**src/rtl/alu_share_arbiter.sv**
```systemverilog
// ---------------------------------------------------------------------------
// alu_share_arbiter
//
// Purpose: time-shares one purely combinational ALU between NUM_REQ requesting
// pipeline stages. The block picks a requester, registers its operands and
// opcode onto the ALU inputs, captures the ALU result and flags one cycle
// later, and returns them on a per-requester response handshake.
//
// Optional build macro: ALU_ARB_PRIO0_EN
//   undefined : pure round-robin across all requesters.
//   defined   : requester 0 has strict priority and does not move the
//               round-robin pointer; the others round-robin among themselves.
//
// Handshakes (valid/ready):
//   Request : a transfer happens on a rising edge where req_valid[i] and
//             req_ready[i] are both 1. req_ready is one-hot and is only
//             raised in IDLE. A requester holds valid and operands until
//             ready; dropping valid earlier simply withdraws the request.
//   Response: rsp_valid[g] is one-hot. It completes on the rising edge where
//             rsp_valid[g] and rsp_ready[g] are both 1; rsp_result and
//             rsp_flags stay constant while rsp_valid[g] waits. rsp_ready
//             bits of other requesters are ignored.
//
// Ports:
//   clk, rst              clock (rising edge), async active-high reset
//   req_valid/ready       per-requester request handshake
//   req_a/req_b/req_op    packed per-requester operands and opcode
//   rsp_valid/ready       per-requester response handshake
//   rsp_result/rsp_flags  shared result bus, flags {N, C, V, Z}
//   alu_a/alu_b/alu_ctrl  registered inputs to the external ALU
//   alu_result, alu_*     combinational outputs of the external ALU
//   dbg_state             current FSM state (IDLE=0, EXEC=1, RESP=2)
// ---------------------------------------------------------------------------
module alu_share_arbiter #(
  parameter int NUM_REQ = 4,
  parameter int DATA_W  = 32,
  parameter int OP_W    = 6
) (
  input  logic                      clk,
  input  logic                      rst,
  input  logic [NUM_REQ-1:0]        req_valid,
  input  logic [NUM_REQ*DATA_W-1:0] req_a,
  input  logic [NUM_REQ*DATA_W-1:0] req_b,
  input  logic [NUM_REQ*OP_W-1:0]   req_op,
  output logic [NUM_REQ-1:0]        req_ready,
  output logic [NUM_REQ-1:0]        rsp_valid,
  input  logic [NUM_REQ-1:0]        rsp_ready,
  output logic [DATA_W-1:0]         rsp_result,
  output logic [3:0]                rsp_flags,
  output logic [DATA_W-1:0]         alu_a,
  output logic [DATA_W-1:0]         alu_b,
  output logic [OP_W-1:0]           alu_ctrl,
  input  logic [DATA_W-1:0]         alu_result,
  input  logic                      alu_zero,
  input  logic                      alu_ovf,
  input  logic                      alu_carry,
  input  logic                      alu_neg,
  output logic [1:0]                dbg_state
);

  localparam int PTR_W = (NUM_REQ > 1) ? $clog2(NUM_REQ) : 1;

  typedef enum logic [1:0] {
    IDLE = 2'd0,
    EXEC = 2'd1,
    RESP = 2'd2
  } state_t;

  state_t               state_q, state_d;
  logic [PTR_W-1:0]     ptr_q, ptr_d;
  logic [PTR_W-1:0]     grant_q, grant_d;
  logic [DATA_W-1:0]    alu_a_q, alu_a_d;
  logic [DATA_W-1:0]    alu_b_q, alu_b_d;
  logic [OP_W-1:0]      alu_ctrl_q, alu_ctrl_d;
  logic [DATA_W-1:0]    result_q, result_d;
  logic [3:0]           flags_q, flags_d;
  logic [NUM_REQ-1:0]   rsp_valid_q, rsp_valid_d;

  logic                 win_found;
  logic [PTR_W-1:0]     win_idx;
  logic                 win_moves_ptr;

  // (p + k) mod NUM_REQ for k in 0..NUM_REQ; avoids a real divider.
  function automatic logic [PTR_W-1:0] wrap_add(input logic [PTR_W-1:0] p, input int k);
    int s;
    s = int'(p) + k;
    if (s >= NUM_REQ) s = s - NUM_REQ;
    return PTR_W'(s);
  endfunction

  // Winner: first valid requester at or after the pointer, wrapping.
  always_comb begin
    win_found     = 1'b0;
    win_idx       = '0;
    win_moves_ptr = 1'b1;
    for (int k = 0; k < NUM_REQ; k++) begin
      if (!win_found && req_valid[wrap_add(ptr_q, k)]) begin
        win_found = 1'b1;
        win_idx   = wrap_add(ptr_q, k);
      end
    end
`ifdef ALU_ARB_PRIO0_EN
    // Requester 0 overrides the rotation and leaves the pointer alone so the
    // other requesters keep their fair order.
    if (req_valid[0]) begin
      win_found     = 1'b1;
      win_idx       = '0;
      win_moves_ptr = 1'b0;
    end
`endif
  end

  always_comb begin
    state_d     = state_q;
    ptr_d       = ptr_q;
    grant_d     = grant_q;
    alu_a_d     = alu_a_q;
    alu_b_d     = alu_b_q;
    alu_ctrl_d  = alu_ctrl_q;
    result_d    = result_q;
    flags_d     = flags_q;
    rsp_valid_d = rsp_valid_q;
    req_ready   = '0;
    case (state_q)
      IDLE: begin
        if (win_found) begin
          req_ready[win_idx] = 1'b1;
          alu_a_d    = req_a[int'(win_idx)*DATA_W +: DATA_W];
          alu_b_d    = req_b[int'(win_idx)*DATA_W +: DATA_W];
          alu_ctrl_d = req_op[int'(win_idx)*OP_W +: OP_W];
          grant_d    = win_idx;
          if (win_moves_ptr) ptr_d = wrap_add(win_idx, 1);
          state_d    = EXEC;
        end
      end
      EXEC: begin
        result_d              = alu_result;
        flags_d               = {alu_neg, alu_carry, alu_ovf, alu_zero};
        rsp_valid_d           = '0;
        rsp_valid_d[grant_q]  = 1'b1;
        state_d               = RESP;
      end
      RESP: begin
        if (rsp_ready[grant_q]) begin
          rsp_valid_d = '0;
          state_d     = IDLE;
        end
      end
      default: state_d = IDLE;
    endcase
  end

  always_ff @(posedge clk or posedge rst) begin
    if (rst) begin
      state_q     <= IDLE;
      ptr_q       <= '0;
      grant_q     <= '0;
      alu_a_q     <= '0;
      alu_b_q     <= '0;
      alu_ctrl_q  <= '0;
      result_q    <= '0;
      flags_q     <= '0;
      rsp_valid_q <= '0;
    end else begin
      state_q     <= state_d;
      ptr_q       <= ptr_d;
      grant_q     <= grant_d;
      alu_a_q     <= alu_a_d;
      alu_b_q     <= alu_b_d;
      alu_ctrl_q  <= alu_ctrl_d;
      result_q    <= result_d;
      flags_q     <= flags_d;
      rsp_valid_q <= rsp_valid_d;
    end
  end

  assign alu_a      = alu_a_q;
  assign alu_b      = alu_b_q;
  assign alu_ctrl   = alu_ctrl_q;
  assign rsp_result = result_q;
  assign rsp_flags  = flags_q;
  assign rsp_valid  = rsp_valid_q;
  assign dbg_state  = state_q;

endmodule

```
**config.mk**
```make
export PLATFORM = sky130hd
export DESIGN_NAME = alu_share_arbiter
export DESIGN_NICKNAME = d
export VERILOG_FILES = /design/src/rtl/alu_share_arbiter.sv
export SDC_FILE = /design/constraint.sdc
export NUM_CORES = 1
export LEC_CHECK = 0
export CELL_PAD_IN_SITES_DETAIL_PLACEMENT = 1
export CELL_PAD_IN_SITES_GLOBAL_PLACEMENT = 1
export CORE_MARGIN = 4
export CORE_UTILIZATION = 22
export DETAILED_ROUTE_END_ITERATION = 6
export PLACE_DENSITY_LB_ADDON = 0.1
export SETUP_SLACK_MARGIN = 0.5
export SYNTH_ARGS = -nofsm -noshare
export SYNTH_HDL_FRONTEND = slang
export SYNTH_SLANG_ARGS = --single-unit
```
**constraint.sdc**
```tcl
create_clock -name clk -period 4.1 [get_ports clk]
set_input_delay 0.82 -clock clk [delete_from_list [all_inputs] [get_ports clk]]
set_output_delay 0.82 -clock clk [all_outputs]
set_load 0.01 [all_outputs]
```
# == After elaboration in Yosys (flattened, before gate mapping) ==
# Index checks and enable logic that the tools add are counted.
# op_classes
n_div,0
mux,34
order_cmp,13
reduce_logical,13
n_eq_ne,4
mul,1
bitwise_logic,0
addsub,9
shifts,3
# op_table
op,count
128-bit by 8-bit variable part select with 32-bit output,2
24-bit by 6-bit variable part select with 6-bit output,1
2-bit two-way mux,11
2-bit by 3-bit < comparator with 1-bit output (second input constant),6
3-bit greater-or-equal comparator (second input constant),4
4-bit two-way mux,3
1-bit two-way mux,11
1-bit binary-select mux with 2-bit select,5
2-bit by 1-bit subtractor with 2-bit output (second input constant),5
4-bit case mux with 2 select lines,1
2-bit by 1-bit adder with 3-bit output (second input constant),2
2-bit by 2-bit adder with 3-bit output (second input constant),2
2-bit case mux with 3 select lines,1
2-bit AND reduction,3
1-bit logical AND,5
1-bit demux with 2-bit select,2
2-bit by 1-bit greater-or-equal comparator with 1-bit output (second input constant),2
2-bit by 2-bit multiplier with 4-bit output (second input constant),1
2-bit != test (second input constant),2
2-bit by 3-bit greater-or-equal comparator with 1-bit output (second input constant),1
1-bit zero test,3
2-bit by 1-bit == test with 1-bit output (second input constant),1
2-bit == test (second input constant),1
2-bit zero test,1
2-bit nonzero test,1
# word_totals
reg_bits,116
n_memories,0
romBits,0
output_inout_bits,116
mem_bits_rw,0
latch_bits,0
wordCells,86

# == Logic depth before layout (Yosys ltp) ==
# Gate-level depths: netlist (run 1).
# logic_depth
word_depth,20
ltp_mapped,8
depth_no_buf,5

# == Worst setup path after synthesis (run 1) ==
# OpenSTA, ideal clock, no wires.
# synth_timing
path_type,input to output
start,in req_valid[1]
end,out req_ready[3]
required_ns,3.280
n_path_buf,2
slack_ns,1.263
arrival_ns,2.017
cell_stages,7
cell_sequence,buf_2 > nor4_2 > or3_4 > inv_2 > buf_6 > o221ai_2 > nor3b_1
# synth_between
elab_chain_len,18
word_cells_on_any_way,29
cone_classes,order compare (2); mux (20); reduce/logical (7)
# synth_rtl
item,line,rtl
"start, declared",41,"input logic [NUM_REQ-1:0] req_valid,"
1-bit binary-select mux with 2-bit select,97,"if (!win_found && req_valid[wrap_add(ptr_q, k)]) begin"
1-bit two-way mux (implied by the code),97,
1-bit two-way mux,97,
1-bit zero test,97,
1-bit logical AND,97,
1-bit two-way mux,97,
1-bit zero test,97,
1-bit logical AND,97,
(+2 left out),-,
1-bit logical AND,97,
2-bit two-way mux,97,
2-bit by 3-bit < comparator with 1-bit output (implied by the code) / 2-bit by 1-bit greater-or-equal comparator with 1-bit output (equally long branches),127,req_ready[win_idx] = 1'b1;
1-bit logical AND (implied by the code),127,
1-bit two-way mux (implied by the code),127,
1-bit demux with 2-bit select,127,
4-bit two-way mux (*),126,if (win_found) begin
4-bit two-way mux (*),124,case (state_q)
"end, declared",45,"output logic [NUM_REQ-1:0] req_ready,"
# Every way passes the cells marked *; elsewhere a longest branch is shown, timed or not. The select of a mux whose other input is x is not followed.

# == Worst setup path in the final report (run 1) ==
# layout_timing
start,in req_valid[2]
end,out req_ready[1]
# Same word-level chain as after synthesis.

==> run_results.csv, run 1 <==
group,metric,value,unit
logic_synthesis,synth_top_family_by_area,"compound AO/OA/AOI/OAI gates",
floorplanning,start_util,0.225,
clock_network,cts_tree,"built",
logic_synthesis,syn_inst,716,
floorplanning,core,28100,sq um
timing,maxSlewHeadroom,0.365,
logic_synthesis,synth_xor_xnor_area_share,0,
global_route,grt_max_degree,75,
clock_network,clk_pin_slew,0.06,ns
global_route,grt_busiest_layer,"met2",
global_route,grt_pass1_wl,48300,um
drt,drt_wl_total,32800,um
timing,skew,0.0136,ns
logic_synthesis,synthMuxAreaShare,0.00693,
timing,finalCritPeriodShare,0.830,
clock_network,cts_hold_buf,0,
timing,setup_viol,0,
logic_synthesis,synth_edf_count,0,
logic_synthesis,synth_fa_ha_area_frac,0,
worst_setup_path,critPathKind,"in -> out",
drt,dr_total_vias,7451,
floorplanning,dieArea,31500,sq um
drt,ant_nets,0,
timing,drv_slew,0,
logic_synthesis,synth_top_area_cell,"dfrtp_1",
timing,hold_viol,0,
placed_design,detailed_place_hpwl,23700,um
power,leakage,4.46,nW
drt,drc,0,
worst_setup_path,reg2reg_slack,1.87,ns
drt,wl_per_cell,21.8,um
logic_synthesis,synth_nets,1042,
placed_design,dpl_cell_area,11000,sq um
global_route,grt_overflow,0,
floorplanning,rows,61,
cells_and_area,fin_area,11600,sq um
placed_design,gp_congestion,0.785,
global_route,grt_pass1_vias,7952,
logic_synthesis,postSynthAreaPerCell,8.82,sq um
min_path,hp-class,"reg -> reg",
logic_synthesis,ys_async_sr_fraction,1.00,
status,status,"finished clean",
floorplanning,io_pins,442,
logic_synthesis,synth-seq-cells,116,
placed_design,place_ws,0.415,ns
flow_run,max_cap_viol_count,0,
drt,drtPass1Iterations,4,
worst_setup_path,r2r_cells,5,
min_path,holdPathStages,2,
timing,rsz0062_at_grt,"false",
floorplanning,die_h,177,um
timing,setup_slack,0.699,ns
worst_setup_path,cp.arrival,2.58,ns
logic_synthesis,synth_cell_types,38,
clock_network,cts_buffer_depth,2,
cells_and_area,final_cell_mix,"clkdlybuf4s50_1, nand2_1, dfrtp_1",
logic_synthesis,synthesis.area,6310,sq um
timing,worstMarginPinSlew,0.948,ns
power,vdd_drop_max,0.294,mV
global_route,grtUsageMet1,0.230,
logic_synthesis,yosysSeqAreaShare,0.460,
worst_setup_path,crit_fanout,3,
logic_synthesis,ys.flop_type,"dfrtp_1",
logic_synthesis,yosysTopAreaCellShare,0.460,
global_route,track_usage,0.200,
drt,drt_iter0_drc,369,
clock_network,cts_max_level,4,
logic_synthesis,yosysWarnings,0,
timing,tns,0,ns
floorplanning,die_x,177,um
drt,viasPerCell,4.94,
cells_and_area,final_nets,1443,
worst_setup_path,crit_path_start_kind,"input port",
cells_and_area,final_common_cell,"clkdlybuf4s50_1",
timing,period_minus_slack,3.40,ns
cells_and_area,area_delta_synth_final,84.0,%
cells_and_area,final_core_util,0.414,
logic_synthesis,synth_compound_area_frac,0.330,
placed_design,portBuffers,441,
clock_network,cts_root_buf,"clkbuf_16",
clock_network,cts_sinks,116,
power,pwr_density_cell,682,nW/um^2
clock_network,cts_buffers,17,
worst_setup_path,cp.required,3.28,ns
cells_and_area,drive_gt1_frac,0.0611,
logic_synthesis,synth-simple-area-share,0.136,
worst_setup_path,endpoint_kind,"output pin",
global_route,antenna_found_initial,3,
global_route,globalRouteMet2Util,0.348,
timing,fmax,0.294,GHz
clock_network,clk_latency,0.42,ns
logic_synthesis,synthTopCellsByArea,"dfrtp_1, a41oi_1, a22oi_1",
global_route,gr-usage-met3,0.0656,
## stage by stage
step / power [mW] / hold slack (ns) / instances
2_1_floorplan: 4.33 / 0.514 / 716
3_3_place_gp: 6.48 / 0.457 / 1476
3_5_place_dp: 6.54 / 0.463 / 1476
4_1_cts: 8.08 / 0.480 / 1508
5_1_grt: 8.53 / 0.492 / 1509
6_report: 7.92 / 0.474 / 1509
## sequential cells by signal, indices dropped and copies added (netlist names)
register    flops
rsp_valid       4
alu_ctrl        6
ptr_q           2
alu_b          32
rsp_result     32
rsp_flags       4
alu_a          32
dbg_state       2
grant_q         2
## path summary, 6_finish.rpt
path                                  end            from
max in group asynchronous       alu_a[30]             rst
setup / recovery             req_ready[1]    req_valid[2]
min in group asynchronous       alu_a[10]             rst
hold reg to reg            rsp_result[19]  rsp_result[19]
setup reg to reg                 alu_b[3]        ptr_q[1]
hold / removal             rsp_result[19]  rsp_result[19]
## kinds of logic (layout without fill, tap and decap cells)
family,Yosys count,in the layout
compound gates,301,301
other cells,0,1
simple gates,213,213
buf+inv,83,497
mux,3,3
flops,116,116
## worst max-delay path, cell delays in order
cell and delay, ns:
clkdlybuf4s50_1 0.44, nor4_2 0.39, or3_4 0.21, inv_2 0.05, and2_1 0.15, clkdlybuf4s50_1 0.52
## power by group
part	switching (mW)	internal, mW
Clock	0.630	0.870
Sequential	0.340	1.74
Combinational	2.27	2.07
## final cells by class
| cell class | count | area (sq um) |
|---|---|---|
| clock inverter | 14 | 143 |
| multi-input combinational | 517 | 3020 |
| timing repair buffer | 462 | 4620 |
| fill | 3255 | 16500 |
| sequential | 116 | 2900 |
| antenna | 1 | 2.50 |
| clock buffer | 18 | 439 |
| inverter | 3 | 15.0 |
| tap | 378 | 473 |
## per-layer routing
metal  vias to the layer above  part of all wire
li1                       3506                 -
met4                         4             0.032
met1                      3592              0.39
met5                         -           0.00076
met3                        54             0.078
met2                       295              0.50
## Yosys cell counts, types with 2 or more instances
| master | instances |
|---|---|
| buf_6 | 8 |
| nor2_1 | 76 |
| a22oi_1 | 70 |
| nand2b_1 | 5 |
| nand2_1 | 118 |
| clkbuf_1 | 43 |
| a31oi_1 | 70 |
| a41oi_1 | 70 |
| buf_1 | 2 |
| buf_2 | 20 |
| nor3_1 | 4 |
| nor2b_1 | 4 |
| inv_1 | 2 |
| buf_4 | 7 |
| dfrtp_1 | 116 |
| o21ai_0 | 74 |
| a21oi_1 | 5 |
| o211a_1 | 2 |
## repair_timing
action	4_1_cts	5_1_grt
gates resized for setup	2	2
buffers inserted	0	0
setup endpoints to repair	2	1
Power figures use the tool's default switching activity.
==> run 2, diff against run 1 <==
==> constraint.sdc (replaced) <==
create_clock -name clk -period 2.8 [get_ports clk]
set_input_delay 0.56 -clock clk [delete_from_list [all_inputs] [get_ports clk]]
set_output_delay 0.56 -clock clk [all_outputs]
set_load 0.01 [all_outputs]
==> run 2 against run 1 <==
Register-to-register slack got worse by 1.1 ns. Setup slack got worse by 0.24 ns. Total power rose by 49%. Worst hold slack got worse by 0.028 ns.
==> run_results.csv, run 2 (same netlist as run 1, synthesis figures left out) <==
group,metric,value,unit
status,status,"finished clean",
drt,wl_per_cell,21.3,um
cells_and_area,drive_gt1_frac,0.0968,
placed_design,dpl_cell_area,11200,sq um
floorplanning,die_h,177,um
global_route,grtUsageMet1,0.226,
floorplanning,start_util,0.225,
drt,ant_nets,0,
drt,drt_iter0_drc,317,
worst_setup_path,cp.arrival,1.78,ns
clock_network,clk_latency,0.41,ns
cells_and_area,final_core_util,0.423,
cells_and_area,regArea,2910,sq um
global_route,gr-usage-met3,0.0667,
power,pwr_density_cell,994,nW/um^2
worst_setup_path,cp.required,2.24,ns
drt,viasPerCell,4.90,
placed_design,detailed_place_hpwl,23700,um
floorplanning,io_pins,442,
drt,drc,0,
clock_network,cts_hold_buf,0,
global_route,grt_max_degree,75,
worst_setup_path,crit_fanout,2,
flow_run,max_cap_viol_count,0,
global_route,grt_pass1_wl,48600,um
timing,finalCritPeriodShare,0.837,
global_route,antenna_found_initial,3,
worst_setup_path,reg2reg_to,"alu_a[2]",
cells_and_area,nFillCells,3257,
cells_and_area,final_cell_mix,"clkdlybuf4s50_1, nand2_1, dfrtp_1",
power,vdd_drop_max,0.518,mV
timing,hold_viol,0,
worst_setup_path,endpoint_kind,"output pin",
timing,maxSlewHeadroom,0.405,
cells_and_area,multi_input_area,3060,sq um
timing,skew,0.00789,ns
clock_network,cts_tree,"built",
timing,period_minus_slack,2.34,ns
global_route,grt_busiest_layer,"met2",
timing,rsz0062_at_grt,"true",
clock_network,cts_max_level,4,
placed_design,portBuffers,441,
cells_and_area,final_nets,1470,
power,seq_power_share,0.257,
drt,drt_wl_total,32800,um
floorplanning,die_x,177,um
global_route,grt_overflow,0,
global_route,globalRouteMet2Util,0.356,
cells_and_area,final_common_cell,"clkdlybuf4s50_1",
power,switching_share,0.405,
timing,tns,0,ns
cells_and_area,fin_area,11900,sq um
worst_setup_path,r2r_cells,7,
drt,drtPass1Iterations,4,
worst_setup_path,reg2reg_slack,0.74,ns
worst_setup_path,crit_path_start_kind,"register",
clock_network,clk_pin_slew,0.06,ns
worst_setup_path,r2r-start,"ptr_q[0]",
floorplanning,rows,61,
floorplanning,dieArea,31500,sq um
timing,drv_slew,0,
power,leakage,4.60,nW
min_path,hp-class,"in -> async",
worst_setup_path,worstSetupStartpoint,"dbg_state[1]",
cells_and_area,area_delta_synth_final,88.2,%
clock_network,cts_sinks,116,
global_route,grt_pass1_vias,8060,
timing,worstMarginPinSlew,0.892,ns
clock_network,cts_buffers,17,
power,power.share.clock,0.184,
timing,fmax,0.427,GHz
timing,setup_viol,0,
power,p_int,7.03,mW
worst_setup_path,critPathKind,"reg -> out",
global_route,track_usage,0.200,
power,p_sw,4.78,mW
clock_network,cts_root_buf,"clkbuf_16",
power,p_comb_frac,0.559,
placed_design,gp_congestion,0.748,
floorplanning,core,28100,sq um
clock_network,cts_buffer_depth,2,
drt,dr_total_vias,7535,
## run 2: cell count changes in the layout (fill, tap and decap cells not counted), moves of 2 or more
cell             change
clkbuf_2             +2
dfrtp_2              +4
buf_6                +2
clkinvlp_4           -2
clkinv_4             +2
nor2_1               -2
buf_4               +25
dlygate4sd2_1        -2
buf_12               +3
clkdlybuf4s50_1      -4
dfrtp_1              -4
nor2_2               +2
## run 2: area by class of cell
cell class,count,share of cell area
Clock inverter,14,0.0119
Clock buffer,18,0.0370
Multi-Input combinational cell,517,0.257
Sequential cell,116,0.245
Tap cell,378,0.0398
Inverter,3,0.00126
Timing Repair Buffer,489,0.408
Antenna cell,2,0.000421
## run 2: through the flow
step | instances | setup slack [ns] | power (mW) | hold WS (ns)
after floorplan | 716 | 0.533 | 6.34 | 0.514
after global placement | 1489 | -0.232 | 9.59 | 0.458
after detailed placement | 1489 | -0.288 | 9.67 | 0.463
after CTS | 1531 | 0.429 | 12.0 | 0.433
after global routing | 1537 | 0.364 | 12.7 | 0.461
final | 1537 | 0.457 | 11.8 | 0.447
## run 2: how the worst max path moves through the flow
stage,depth (start not counted),to,slack [ns]
floorplan,6,req_ready[0],0.53
global route,6,req_ready[3],0.36
global placement,7,req_ready[3],-0.23
CTS,5,req_ready[3],0.43
finish,5,req_ready[0],0.46
detailed placement,7,req_ready[3],-0.29
## run 2: timing repair
| item | 4_1_cts | 5_1_grt |
|---|---|---|
| pin swaps | 5 | 1 |
| endpoints found under the setup margin | 59 | 5 |
| buffers inserted | 10 | 4 |
| gates resized for setup | 34 | 9 |
## run 2: per-layer routing
metal	up-vias	routed length (um)	share of wire
met1	3672	12500	0.38
met4	2	767	0.023
met5	-	15	0.00046
met2	263	16800	0.51
li1	3561	-	-
met3	37	2680	0.082
## run 2: critical path, stage by stage (launching register included)
cell and delay, ns:
dfrtp_2 0.42, or3_4 0.38, buf_4 0.14, buf_4 0.13, nor3_2 0.14, buf_4 0.16
## run 2: power by group through the flow
stage | clock (mW) | combinational (mW) | sequential (mW)
after floorplan | 0 | 2.94 | 3.40
after global placement | 0 | 6.54 | 3.06
after detailed placement | 0 | 6.57 | 3.10
after CTS | 2.25 | 6.68 | 3.06
after global routing | 2.33 | 7.22 | 3.17
final | 2.17 | 6.60 | 3.04
